File: src/rtl/truss_multi_watchdog.sv
// truss_multi_watchdog: multi-channel kickable watchdog with post-timeout hang escalation.
// Each channel counts down from its reload value. A kick restarts the count, and expiry
// raises a sticky timeout. After expiry a post counter runs, and when it runs out the
// channel enters HUNG. HUNG is terminal until reset.
// Optional macro TRUSS_WATCHDOG_FINISH_EN: when any channel enters HUNG, print an error
// and end the simulation.

// One watchdog channel: reload register, main down-counter, post counter, state machine.
module truss_multi_watchdog_chan #(
  parameter int COUNT_WIDTH     = 32,
  parameter int POST_WIDTH      = 8,
  parameter int DEFAULT_TIMEOUT = 1000,
  parameter int POST_TIMEOUT    = 100
) (
  input  logic                   clk,
  input  logic                   reset_n,
  input  logic                   i_enable,
  input  logic                   i_kick,
  input  logic                   i_load,
  input  logic [COUNT_WIDTH-1:0] i_load_value,
  output logic                   o_timeout,
  output logic                   o_hung,
  output logic                   o_expire
);

  typedef enum logic [1:0] {S_DIS, S_CNT, S_EXP, S_HUNG} state_t;

  state_t                 r_state, w_state_nxt;
  logic [COUNT_WIDTH-1:0] r_cnt, w_cnt_nxt;
  logic [COUNT_WIDTH-1:0] r_reload;
  logic [POST_WIDTH-1:0]  r_post, w_post_nxt;

  // State and counter registers.
  always_ff @(posedge clk or negedge reset_n) begin
    if (!reset_n) begin
      r_state <= S_DIS;
      r_cnt   <= '0;
      r_post  <= '0;
    end else begin
      r_state <= w_state_nxt;
      r_cnt   <= w_cnt_nxt;
      r_post  <= w_post_nxt;
    end
  end

  // Reload register. A kick on the same edge still sees the old value.
  always_ff @(posedge clk or negedge reset_n) begin
    if (!reset_n) r_reload <= COUNT_WIDTH'(DEFAULT_TIMEOUT);
    else if (i_load) r_reload <= i_load_value;
  end

  // Next state and counters. Within COUNT, disable beats kick, and kick beats expiry.
  always_comb begin
    w_state_nxt = r_state;
    w_cnt_nxt   = r_cnt;
    w_post_nxt  = r_post;
    case (r_state)
      S_DIS: begin
        if (i_enable) begin
          w_state_nxt = S_CNT;
          w_cnt_nxt   = r_reload;
        end
      end
      S_CNT: begin
        if (!i_enable) begin
          w_state_nxt = S_DIS;
          w_cnt_nxt   = '0;
        end else if (i_kick) begin
          w_cnt_nxt   = r_reload;
        end else if (r_cnt == '0) begin
          w_state_nxt = S_EXP;
          w_post_nxt  = POST_WIDTH'(POST_TIMEOUT);
        end else begin
          w_cnt_nxt   = r_cnt - 1'b1;
        end
      end
      S_EXP: begin
        if (!i_enable)           w_state_nxt = S_DIS;
        else if (r_post == '0)   w_state_nxt = S_HUNG;
        else                     w_post_nxt  = r_post - 1'b1;
      end
      default: ; // HUNG holds until reset
    endcase
  end

  assign o_timeout = (r_state == S_EXP) || (r_state == S_HUNG);
  assign o_hung    = (r_state == S_HUNG);
  assign o_expire  = (r_state == S_CNT) && (w_state_nxt == S_EXP);

endmodule

// Top: per-channel instances, reload write decode, first-expiry capture, hang OR.
module truss_multi_watchdog #(
  parameter int CHANNELS        = 4,
  parameter int COUNT_WIDTH     = 32,
  parameter int POST_WIDTH      = 8,
  parameter int DEFAULT_TIMEOUT = 1000,
  parameter int POST_TIMEOUT    = 100,
  localparam int CHAN_W         = (CHANNELS > 1) ? $clog2(CHANNELS) : 1
) (
  input  logic                   clk,
  input  logic                   reset_n,
  input  logic [CHANNELS-1:0]    enable,
  input  logic [CHANNELS-1:0]    kick,
  input  logic                   load_valid,
  input  logic [CHAN_W-1:0]      load_chan,
  input  logic [COUNT_WIDTH-1:0] load_value,
  output logic [CHANNELS-1:0]    timeout,
  output logic                   hang,
  output logic                   first_valid,
  output logic [CHAN_W-1:0]      first_chan
);

  logic [CHANNELS-1:0] w_hung;
  logic [CHANNELS-1:0] w_expire;
  logic                w_first_hit;
  logic [CHAN_W-1:0]   w_first_idx;
  logic                r_first_valid;
  logic [CHAN_W-1:0]   r_first_chan;

  // Indices at or above CHANNELS match no instance, so those writes are dropped.
  for (genvar i = 0; i < CHANNELS; i++) begin : g_chan
    truss_multi_watchdog_chan #(
      .COUNT_WIDTH    (COUNT_WIDTH),
      .POST_WIDTH     (POST_WIDTH),
      .DEFAULT_TIMEOUT(DEFAULT_TIMEOUT),
      .POST_TIMEOUT   (POST_TIMEOUT)
    ) u_chan (
      .clk         (clk),
      .reset_n     (reset_n),
      .i_enable    (enable[i]),
      .i_kick      (kick[i]),
      .i_load      (load_valid && (load_chan == CHAN_W'(i))),
      .i_load_value(load_value),
      .o_timeout   (timeout[i]),
      .o_hung      (w_hung[i]),
      .o_expire    (w_expire[i])
    );

`ifdef TRUSS_WATCHDOG_FINISH_EN
    // Last-resort shutdown: the hang flag rises only on the entering clock edge.
    always @(posedge w_hung[i]) begin
      $display("ERROR: %0t %m: watchdog channel %0d hung", $time, i);
      $finish;
    end
`endif
  end

  // Lowest-index channel expiring on this edge.
  always_comb begin
    w_first_hit = 1'b0;
    w_first_idx = '0;
    for (int i = CHANNELS - 1; i >= 0; i--) begin
      if (w_expire[i]) begin
        w_first_hit = 1'b1;
        w_first_idx = CHAN_W'(i);
      end
    end
  end

  // Capture the first expiry since reset. It is held until the next reset.
  always_ff @(posedge clk or negedge reset_n) begin
    if (!reset_n) begin
      r_first_valid <= 1'b0;
      r_first_chan  <= '0;
    end else if (!r_first_valid && w_first_hit) begin
      r_first_valid <= 1'b1;
      r_first_chan  <= w_first_idx;
    end
  end

  assign hang        = |w_hung;
  assign first_valid = r_first_valid;
  assign first_chan  = r_first_chan;

endmodule

File: config.mk
export PLATFORM = sky130hd
export DESIGN_NAME = truss_multi_watchdog
export DESIGN_NICKNAME = d
export VERILOG_FILES = /design/src/rtl/truss_multi_watchdog.sv
export SDC_FILE = /design/constraint.sdc
export NUM_CORES = 1
export LEC_CHECK = 0
export ABC_CLOCK_PERIOD_IN_PS = 3400
export BUFFER_PORTS_ARGS = -buffer_cell sky130_fd_sc_hd__buf_2
export CAP_MARGIN = 15
export CORE_MARGIN = 5
export CORE_UTILIZATION = 55
export DETAILED_ROUTE_END_ITERATION = 10
export PLACE_DENSITY_LB_ADDON = 0.1
export SYNTH_ARGS = -nofsm -noshare
export SYNTH_HDL_FRONTEND = slang
export SYNTH_SLANG_ARGS = --single-unit
File: constraint.sdc
create_clock -name clk -period 3.4 [get_ports clk]
set_clock_uncertainty 0.15 [all_clocks]
set_input_delay 0.51 -clock clk [delete_from_list [all_inputs] [get_ports clk]]
set_output_delay 0.51 -clock clk [all_outputs]
set_load 0.05 [all_outputs]
### Yosys cells after proc, flatten, opt, wreduce, memory -nomap -nowiden

Cells that the tools add are included.
Widths: inputs -> output; s select.

* flip-flop bits (word level): 299
* output and inout bits: 8

* reduce and logical (&&, ||, !) cells: 44
* mux-type cells: 80
* $add $sub $neg: 8
* equality and inequality tests: 47

Operators with widths (count)
* $mux 32: 16
* $pmux 32 s2: 4
* $mux 8: 20
* $logic_not 32->1: 4
* $sub 32x1->32 const B: 4
* $pmux 8 s2: 4
* $mux 2: 28
* $ne 2x2->1 const B: 20
* $logic_not 8->1: 4
* $sub 8x1->8 const B: 4
* $eq 2x2->1 const B: 14
* $pmux 2 s3: 4
* $reduce_and 6->1: 4
* $ne 4x4->1 const B: 4
* $reduce_bool 2->1: 8
* $reduce_and 3->1: 4
* $eq 2x1->1 const B: 5
* $logic_not 2->1: 5
* $logic_and 1x1->1: 9
* $ne 2x1->1 const B: 4
* $logic_or 1x1->1: 4
* $mux 1: 4
* $reduce_or 4->1: 1
* $logic_not 1->1: 1

### Longest topological paths before layout

Gate-level depths: netlist (run 1).

* depth in word-level cells: 12
* gate-level depth with buffers: 12
* depth with buffers taken out: 8

### Modules after synthesis

A second synthesis (run 1) with hierarchy kept.

* cells, all modules: 1649
* area total of the unflattened synthesis: 15775.1 um^2

Modules (own cells, without submodules)
* truss_multi_watchdog_chan at g_chan[0].u_chan ...: cells an instance 409, instances 3, area an instance 3928.8 um^2
* truss_multi_watchdog_chan at g_chan[3].u_chan: cells an instance 402, instances 1, area an instance 3821.2 um^2
* truss_multi_watchdog: cells an instance 20, instances 1, area an instance 167.7 um^2

### Least setup slack after synthesis (run 1)

OpenSTA, ideal clock, no wires.

* path type: register to register
* from: register g_chan[3].u_chan.r_cnt[0]
* to: register g_chan[3].u_chan.r_cnt[15]
* arrival: 2.298 ns
* required time: 3.124 ns
* setup time: 0.126 ns
* cell stages (with the launch flop): 11
* path slack: 0.826 ns
* cell sequence: dfrtp_1 > inv_1 > ha_1 > nor4b_1 > nand3_1 > or4_4 > and2_1 > buf_2 > buf_6 > a21oi_1 > nor2_1

* longest elaborated chain between the ends: 5
* elaborated cells on any way between the ends: 8
* classes of those cells: add/sub: 1; eq/ne: 1; mux: 4; reduce/logical: 2

RTL lines
* from (decl): RTL line 29 `logic [COUNT_WIDTH-1:0] r_cnt, w_cnt_nxt;`
* from (signal assigned): RTL line 41 `r_cnt <= w_cnt_nxt;`
* $sub 32x1->32: RTL line 74 `w_cnt_nxt = r_cnt - 1'b1;`
* $mux 32: RTL line 70 `end else if (r_cnt == '0) begin`
* $mux 32: RTL line 68 `end else if (i_kick) begin`
* $mux 32: RTL line 65 `if (!i_enable) begin`
* $pmux 32 s2: RTL line 57 `case (r_state)`

Several ways; a longest one is shown, not always the timed one. The select of a mux whose other input is x is not followed.
A chain may end at the register's enable or synchronous reset.

### Worst setup path in the final report (run 1)

* from: register g_chan[0].u_chan.r_cnt[0]
* to: register g_chan[0].u_chan.r_cnt[7]

* longest elaborated chain between the ends: 5
* elaborated cells on any way between the ends: 8
* classes of those cells: add/sub: 1; eq/ne: 1; mux: 4; reduce/logical: 2

RTL lines (RTL line)
* from (decl): 29
* from (signal assigned): 41
* $sub 32x1->32: 74
* $mux 32: 70
* $mux 32: 68
* $mux 32: 65
* $pmux 32 s2: 57

Several ways; a longest one is shown, not always the timed one. The select of a mux whose other input is x is not followed.

==> impl_metrics.json, run 1 <==
{
  "status": "completed",
  "wl_per_cell_um": 21.3,
  "crit_arrival_ps": 3300,
  "setup_viol": 0,
  "die-area_um2": 32400,
  "rsz0062_at_grt": "no",
  "timing.critical_path.required_ps": 3690,
  "grt_pass1_vias": 13200,
  "p_seq_frac": 0.449,
  "p_sw_mw": 3.38,
  "gp_congestion": 0.885,
  "syn_to_final_growth_pct": 12.6,
  "dp.cells": 2078,
  "fin_crit_ps": 3010,
  "p_int_mw": 7.53,
  "postCtsSetupBuffers": 0,
  "endpoint_kind": "register",
  "final_cell_mix": "275 x dfrtp_1, 197 x o21ai_0, 179 x a21oi_1",
  "grt_max_degree": 85,
  "grt_overflow": 0,
  "power.density_cell_area_nw_per_um2": 609,
  "clk_pin_slew_worst_paths_ps": 60,
  "via_per_inst": 6.43,
  "cp_cell_sequence": "inv_1 -> ha_1 -> or3b_1 -> nor4b_2 -> and3_1 -> a31o_2 -> buf_12 -> o21ai_0 -> o21ai_0",
  "yosys-top-cells-area": "dfrtp_1 43%, mux2_2 9.1%, o21ai_0 6.2%, a21oi_1 5.6%, dfstp_2 4.0%",
  "multi_input_area_um2": 7810,
  "cts_buffers": 35,
  "synthFlopType": "dfrtp_1",
  "drc": 0,
  "max_slew_margin": 0.363,
  "slowest_delay_ps": 510,
  "finalSetupTns_ps": 0,
  "ys_seq_elements": 299,
  "pre_cts_ws_ps": 434,
  "antenna_found_initial": 2,
  "clockBufferDepth": 3,
  "start_util": 0.555,
  "synth_edf_count": 0,
  "htreeDepth": 2,
  "drive_above_1_share": 0.199,
  "clk_latency_ps": 530,
  "cts_tree": "built",
  "swShare": 0.310,
  "synth_area_leader_cell": "dfrtp_1",
  "seq_area_frac_synth": 0.472,
  "fmax_mhz": 332,
  "final_common_cell": "dfrtp_1",
  "cts_root_buffer": "clkbuf_16",
  "post-dp-hpwl_um": 30400,
  "rows": 62,
  "peakVddDrop_mv": 0.415,
  "die_h_um": 180,
  "io-pin-count": 53,
  "grt_first_pass_wirelength_um": 73500,
  "synth.avg_cell_area_um2": 9.47,
  "regArea_um2": 7510,
  "synth_warnings": 0,
  "yosysUniqueCellTypes": 81,
  "drv_cap": 0,
  "postSynthCellCount": 1679,
  "worst_pin_slew_ps": 952,
  "setup_ws_ps": 388,
  "cp-start-kind": "register",
  "core-area_um2": 28600,
  "portBuffers": 52,
  "ctsResizeCount": 0,
  "path_common_cell": "o21ai_0",
  "finalHoldViolCount": 0,
  "drt_wl_total_um": 45700,
  "cp_slowest_cell": "or3b_1",
  "drt-initial-drc-count": 1351,
  "grtUsageTotal": 0.277,
  "final_cells": 2145,
  "yosysTopAreaCellShare": 0.433,
  "via_count": 13800,
  "rrSetupSlack_ps": 390,
  "clkSinkCount": 299,
  "firstDrtPassIters": 6,
  "drtAntennaViolNets": 0,
  "die_w_um": 180,
  "hold_class": "input port to register",
  "netlist_area_um2": 15900,
  "ys_async_sr_fraction": 1.00,
  "path_class": "register to register",
  "nFillCells": 2370,
  "power_leakage_nw": 7.42,
  "maxSlewViolCount": 0,
  "combPwrFrac": 0.201,
  "final_nets": 1785,
  "clkPwrFrac": 0.350,
  "syn-num-nets": 1732,
  "utilization": 0.626,
  "critPathMaxFanout": 21,
  "period_share": 0.886
}
path summary, 6_finish.rpt:
kind	from	to	cells past startpoint
max in group asynchronous	reset_n	g_chan[1].u_chan.r_reload[6]	3
min in group asynchronous	reset_n	g_chan[3].u_chan.r_cnt[3]	2
worst max-delay path	g_chan[0].u_chan.r_cnt[0]	g_chan[0].u_chan.r_cnt[7]	9
worst max register to register	g_chan[0].u_chan.r_cnt[0]	g_chan[0].u_chan.r_cnt[7]	9
worst min register to register	g_chan[0].u_chan.r_post[7]	g_chan[0].u_chan.r_post[7]	1
worst min-delay path	load_value[12]	g_chan[1].u_chan.r_reload[12]	2
stage by stage:
stage | hold slack [ps] | instance area, um^2 | total power, mW
after floorplan | 64.4 | 15900 | 6.27
after global placement | 325 | 16700 | 7.00
after global routing | 187 | 17900 | 11.5
after CTS | 178 | 17900 | 10.9
after detailed placement | 327 | 16700 | 7.08
final | 197 | 17900 | 10.9
cells in the mapped netlist, drive strengths merged (8+ instances only):
cell type and n:
a21oi 179, nor2 161, clkbuf 66, or4 12, nor2b 10, and3 16
a221oi 8, and2 10, a32oi 17, nor3 56, dfstp 24, o22ai 14
or3 21, o211ai 14, a211o 11, a31oi 26, nand2b 12, o31ai 10
inv 44, buf 28, nand4 17, xnor2 10, o21ai 202, nor3b 8
nor4 39, nor4b 9, mux2 128, dfrtp 275, nand2 97, o21a 9
ha 8, nand3 25, a22oi 31
power groups by stage:
stage	combinational (mW)	sequential, mW	clock, mW
CTS	2.17	4.88	3.87
detailed placement	2.15	4.93	0
finish	2.19	4.90	3.82
floorplan	1.55	4.72	0
global route	2.44	4.98	4.04
global placement	2.09	4.91	0
cell type report:
class	count	area share
antenna	3	0.000419
clock buffer	52	0.0593
clock inverter	11	0.00622
inverter	45	0.00943
multi-input combinational	1241	0.436
sequential	299	0.419
tap	384	0.0268
timing repair buffer	110	0.0423
sequential cells by signal, summed over array words and instances (netlist names):
name / flops
g_chan.u_chan.r_post: 32
first_valid: 1
g_chan.u_chan.r_state: 8
g_chan.u_chan.r_cnt: 128
g_chan.u_chan.r_reload: 128
first_chan: 2
logic make-up (layout without fill, tap and decap cells):
kind of cell	Yosys count	count (layout)	share of synthesized area
buffers and inverters	139	218	0.0367
flip-flops	299	299	0.472
other	0	3	0
AND/OR/NAND/NOR	514	514	0.168
XOR/XNOR	14	14	0.00771
AO/OA/AOI/OAI	576	576	0.218
adder cells (fa/ha/maj)	8	8	0.00630
multiplexers	129	129	0.0913
critical path, delay by kind of cell, from the launching register on:
kind | cells | cell delay, ps
flip-flops | 1 | 400
AND/OR/NAND/NOR | 3 | 1210
AO/OA/AOI/OAI | 3 | 670
buffers and inverters | 2 | 290
adder cells (fa/ha/maj) | 1 | 190
timing repair:
| item | CTS | global route |
|---|---|---|
| setup endpoints to repair | 0 | 0 |
| hold buffers | 1 | 0 |
| endpoints found under the hold margin | 73 | 0 |
layer usage:
| layer | track usage | share of wire |
|---|---|---|
| met1 | 0.414 | 0.45 |
| met2 | 0.412 | 0.44 |
| met3 | 0.0505 | 0.080 |
| met4 | 0.0917 | 0.031 |
| met5 | 0 | 0 |
(Power assumes the default switching activity.)
==> run 2, diff against run 1 <==
--- a/config.mk
+++ b/config.mk
@@ -5,6 +5,7 @@
 export SDC_FILE = /design/constraint.sdc
 export NUM_CORES = 1
 export LEC_CHECK = 0
+export ABC_AREA = 1
 export ABC_CLOCK_PERIOD_IN_PS = 3400
 export BUFFER_PORTS_ARGS = -buffer_cell sky130_fd_sc_hd__buf_2
 export CAP_MARGIN = 15
==> impl_metrics.json, run 2 <==
{
  "die_h_um": 189,
  "yosysUniqueCellTypes": 58,
  "grt_overflow": 0,
  "cp-start-kind": "register",
  "synth_warnings": 0,
  "n_antenna_cell": 0,
  "setup_ws_ps": 523,
  "max_slew_margin": 0.318,
  "worst_pin_slew_ps": 1020,
  "yosys-top-cells-area": "dfrtp_1 39%, nand2_1 13%, o21ai_0 8.6%, nor2_1 7.7%, inv_1 4.8%",
  "period_share": 0.846,
  "postCtsSetupBuffers": 0,
  "cts_tree": "built",
  "via_per_inst": 5.66,
  "drt_wl_total_um": 50700,
  "synth_most_common_cell": "nand2_1",
  "syn-num-nets": 2489,
  "pre_cts_ws_ps": 276,
  "rows": 65,
  "status": "completed",
  "finalSetupTns_ps": 0,
  "clk_latency_ps": 510,
  "drive_above_1_share": 0.0946,
  "grt_max_degree": 78,
  "seq_area_frac_synth": 0.428,
  "start_util": 0.556,
  "die-area_um2": 35600,
  "synthFlopType": "dfrtp_1",
  "finalHoldViolCount": 0,
  "gp_congestion": 0.909,
  "peakVddDrop_mv": 0.377,
  "final_cell_area_um2": 19200,
  "ys_seq_elements": 299,
  "hold_class": "input port to register",
  "netlist_area_um2": 17500,
  "critPathMaxFanout": 30,
  "io-pin-count": 53,
  "clkSinkCount": 299,
  "wl_per_cell_um": 17.6,
  "fmax_mhz": 348,
  "setup_viol": 0,
  "rsz0062_at_grt": "no",
  "portBuffers": 52,
  "clk_pin_slew_worst_paths_ps": 60,
  "syn_to_final_growth_pct": 9.38,
  "synth_area_leader_cell": "dfrtp_1",
  "drc": 0,
  "antenna_found_initial": 4,
  "ctsResizeCount": 0,
  "final_nets": 2511,
  "via_count": 16300,
  "firstDrtPassIters": 5,
  "endpoint_kind": "register",
  "grt_first_pass_wirelength_um": 82100,
  "power_leakage_nw": 9.13,
  "ys_async_sr_fraction": 1.00,
  "grt_pass1_vias": 15400,
  "utilization": 0.608,
  "hold_ws_ps": 130,
  "reg_top3": "g_chan.u_chan.r_cnt x128, g_chan.u_chan.r_reload x128, g_chan.u_chan.r_post x32",
  "post-dp-hpwl_um": 36300,
  "timing.critical_path.required_ps": 3630,
  "maxSlewViolCount": 0,
  "htreeDepth": 2,
  "final_cell_mix": "613 x nand2_1, 362 x nor2_1, 302 x o21ai_0",
  "crit_arrival_ps": 3110,
  "power_mw": 11.0,
  "placed_area_um2": 18100,
  "die_w_um": 189,
  "core-area_um2": 31600,
  "path_class": "register to register",
  "drv_cap": 0,
  "synth_edf_count": 0,
  "dp.cells": 2820,
  "cts_root_buffer": "clkbuf_16",
  "final_common_cell": "nand2_1",
  "postSynthCellCount": 2436,
  "fin_crit_ps": 2880,
  "drt-initial-drc-count": 1197,
  "synth.avg_cell_area_um2": 7.20,
  "yosysTopAreaCellShare": 0.392,
  "final_cells": 2886,
  "grtUsageTotal": 0.284,
  "drtAntennaViolNets": 0,
  "cts_buffers": 36,
  "power.density_cell_area_nw_per_um2": 573,
  "clockBufferDepth": 3,
  "synthTopCellsByCount": "615 x nand2_1, 362 x nor2_1, 302 x o21ai_0"
}
-- run 2: report_power, final --
part,leakage (nW),switching (mW),internal [mW]
logic,4.94,1.74,0.858
clock network,0.544,1.51,2.17
registers,3.65,0.561,4.15
-- run 2: cell families (layout without fill, tap and decap cells) --
logic type | after synthesis | after routing | share of synthesized area
xor+xnor | 57 | 57 | 0.0285
mux | 4 | 4 | 0.00228
flops | 299 | 299 | 0.428
buf+inv | 332 | 379 | 0.0781
compound gates | 550 | 550 | 0.172
fa+ha+maj | 8 | 8 | 0.00571
simple gates | 1186 | 1187 | 0.285
-- run 2: timing repair --
item | CTS | global route
hold buffers | 1 | 0
setup endpoints to repair | 0 | 10
endpoints found under the hold margin | 67 | 0
-- run 2: path summary, 6_finish.rpt --
kind | to | slack (ps) | startpoint | cells past startpoint
worst max-delay path | g_chan[3].u_chan.r_cnt[8] | 520 | g_chan[3].u_chan.r_state[1] | 10
worst min-delay path | g_chan[0].u_chan.r_state[0] | 130 | enable[0] | 3
worst max register to register | g_chan[3].u_chan.r_cnt[8] | 520 | g_chan[3].u_chan.r_state[1] | 10
worst min register to register | g_chan[2].u_chan.r_reload[0] | 330 | g_chan[2].u_chan.r_reload[0] | 2
max in group asynchronous | g_chan[3].u_chan.r_reload[7] | 1720 | reset_n | 3
min in group asynchronous | g_chan[1].u_chan.r_post[6] | 380 | reset_n | 2
-- run 2: worst max-delay path, stage by stage (launching register included) --
cell	delay, ps
dfrtp_1	410
inv_2	100
nand2_2	330
nor2_4	360
o21ai_1	110
nor2_1	190
nand3_2	170
nand2_2	350
inv_2	320
o211ai_1	170
o21ai_1	80
-- run 2: per-layer routing --
layer / GRT usage / vias up / share of wire
li1: - / 7951 / -
met5: 0 / - / 0.00016
met1: 0.391 / 7751 / 0.43
met3: 0.0382 / 91 / 0.064
met2: 0.467 / 529 / 0.47
met4: 0.0945 / 2 / 0.035
-- run 2: cell type report --
cell class              instances  area, um^2
repair buffers                 75         483
flip-flops and latches        299        7510
multi-input cells            1806        8680
clock inverters                 8        65.1
well taps                     402         503
fillers                      2926       12400
clock buffers                  56        1040
inverters                     240         905
==> run 3, diff against run 2 <==
--- a/config.mk
+++ b/config.mk
@@ -6,7 +6,7 @@
 export NUM_CORES = 1
 export LEC_CHECK = 0
 export ABC_AREA = 1
-export ABC_CLOCK_PERIOD_IN_PS = 3400
+export ABC_CLOCK_PERIOD_IN_PS = 2300
 export BUFFER_PORTS_ARGS = -buffer_cell sky130_fd_sc_hd__buf_2
 export CAP_MARGIN = 15
 export CORE_MARGIN = 5
==> constraint.sdc (replaced) <==
create_clock -name clk -period 2.3 [get_ports clk]
set_clock_uncertainty 0.15 [all_clocks]
set_input_delay 0.345 -clock clk [delete_from_list [all_inputs] [get_ports clk]]
set_output_delay 0.345 -clock clk [all_outputs]
set_load 0.05 [all_outputs]
==> impl_metrics.json, run 3 (synthesis results as in run 2) <==
{
  "regArea_um2": 7510,
  "htreeDepth": 2,
  "status": "completed",
  "final_cells": 2961,
  "holdPathEnd": "g_chan[2].u_chan.r_reload[24]",
  "final_common_cell": "nand2_1",
  "power_mw": 16.9,
  "drv_cap": 0,
  "drtAntennaViolNets": 0,
  "gp_congestion": 0.942,
  "power_leakage_nw": 9.58,
  "via_per_inst": 5.57,
  "fin_crit_ps": 2190,
  "dp.cells": 2878,
  "endpoint_kind": "register",
  "drt_wl_total_um": 51400,
  "max_slew_margin": 0.606,
  "crit_arrival_ps": 2430,
  "core-area_um2": 31600,
  "syn_to_final_growth_pct": 14.3,
  "peakVddDrop_mv": 0.530,
  "grt_overflow": 0,
  "fmax_mhz": 456,
  "rows": 65,
  "finalHoldViolCount": 0,
  "rrSetupSlack_ps": 110,
  "grtUsageTotal": 0.288,
  "grt_pass1_vias": 15800,
  "post-dp-hpwl_um": 36500,
  "multi_input_area_um2": 8790,
  "whs_path_depth": 3,
  "die-area_um2": 35600,
  "r2r.worst_path.cells": 11,
  "r2r-start": "g_chan[3].u_chan.r_cnt[0]",
  "drt-initial-drc-count": 1225,
  "r2r-end": "g_chan[3].u_chan.r_state[0]",
  "setup_viol": 0,
  "via_count": 16500,
  "cts_buffers": 34,
  "timing.critical_path.required_ps": 2540,
  "clkSinkCount": 299,
  "worst_pin_slew_ps": 590,
  "firstDrtPassIters": 5,
  "critPathMaxFanout": 4,
  "hold_start": "load_value[24]",
  "reg_top3": "g_chan.u_chan.r_cnt x128, g_chan.u_chan.r_reload x128, g_chan.u_chan.r_post x32",
  "utilization": 0.635,
  "power.density_cell_area_nw_per_um2": 844,
  "maxSlewViolCount": 0,
  "die_w_um": 189,
  "wl_per_cell_um": 17.4,
  "period_share": 0.953,
  "hold_ws_ps": 69.6,
  "grt_first_pass_wirelength_um": 83200,
  "drc": 0,
  "clk_pin_slew_worst_paths_ps": 60,
  "portBuffers": 52,
  "path_class": "register to register",
  "cts_root_buffer": "clkbuf_16",
  "io-pin-count": 53,
  "clockBufferDepth": 3,
  "cp-start-kind": "register",
  "cts_tree": "built",
  "grt_max_degree": 65,
  "start_util": 0.556,
  "antenna_found_initial": 1,
  "drive_above_1_share": 0.133,
  "nFillCells": 2902,
  "clk_latency_ps": 520,
  "final_cell_mix": "607 x nand2_1, 354 x nor2_1, 300 x o21ai_0",
  "hold_class": "input port to register",
  "die_h_um": 189,
  "final_nets": 2585
}
==> run 3: cell types whose count changed in the layout (fill, tap and decap cells not counted), sizes merged <==
| cell | change |
|---|---|
| buf | +74 |
| clkbuf | -7 |
| bufinv | +3 |
| clkinvlp | +2 |
| dlygate4sd3 | +2 |
| diode | +1 |
==> run 3: area by class of cell <==
| type | instances | area share |
|---|---|---|
| clock buffers | 49 | 0.0515 |
| multi-input cells | 1806 | 0.439 |
| clock inverters | 13 | 0.00849 |
| repair buffers | 151 | 0.0553 |
| diodes | 1 | 0.000125 |
| flip-flops and latches | 299 | 0.375 |
| well taps | 402 | 0.0251 |
| inverters | 240 | 0.0457 |
==> run 3: power by group <==
part | leakage (nW) | switching [mW] | internal [mW]
logic | 5.34 | 2.67 | 1.47
clock network | 0.590 | 2.26 | 3.57
registers | 3.65 | 0.796 | 6.13
total | 9.58 | 5.73 | 11.2
==> run 3: stage by stage <==
step                      TNS (ps)  setup WS (ps)  area [um^2]
after floorplan                  0            271        17500
after global placement       -1250          -90.9        18500
final                            0            109        20000
after detailed placement     -3400           -225        18500
after CTS                        0           4.34        19800
after global routing         -12.2          -12.2        20000
==> run 3: per-layer routing <==
| metal | up-vias | GRT usage | part of all wire |
|---|---|---|---|
| met5 | - | 0 | 0 |
| met4 | 0 | 0.113 | 0.040 |
| met3 | 111 | 0.0650 | 0.073 |
| met2 | 500 | 0.459 | 0.45 |
| met1 | 7777 | 0.385 | 0.43 |
| li1 | 8104 | - | - |
==> run 3: worst max-delay path, stage by stage (launching register included) <==
cell	delay (ps)
dfrtp_1	400
inv_2	80
ha_2	190
nand2_2	100
nor2_4	140
nand2_2	100
nor2_4	160
nand4_1	260
buf_4	230
buf_4	120
nand2_1	50
o211ai_1	80
==> run 3: worst max path at each step <==
stage | from | end | cells past startpoint
floorplan | g_chan[0].u_chan.r_cnt[0] | g_chan[0].u_chan.r_cnt[30] | 11
global placement | g_chan[1].u_chan.r_cnt[0] | g_chan[1].u_chan.r_cnt[5] | 12
detailed placement | g_chan[1].u_chan.r_cnt[0] | g_chan[1].u_chan.r_cnt[5] | 11
CTS | g_chan[3].u_chan.r_cnt[0] | g_chan[3].u_chan.r_cnt[6] | 12
global route | g_chan[3].u_chan.r_cnt[4] | first_chan[0] | 13
finish | g_chan[3].u_chan.r_cnt[0] | g_chan[3].u_chan.r_state[0] | 11
==> run 3: what timing repair did <==
item | CTS | global route
endpoints found under the hold margin | 261 | 0
setup endpoints to repair | 43 | 107
gates resized for setup | 6 | 33
cloned | 1 | 0
hold buffers | 3 | 0
pin swaps | 1 | 9
setup buffers | 0 | 16
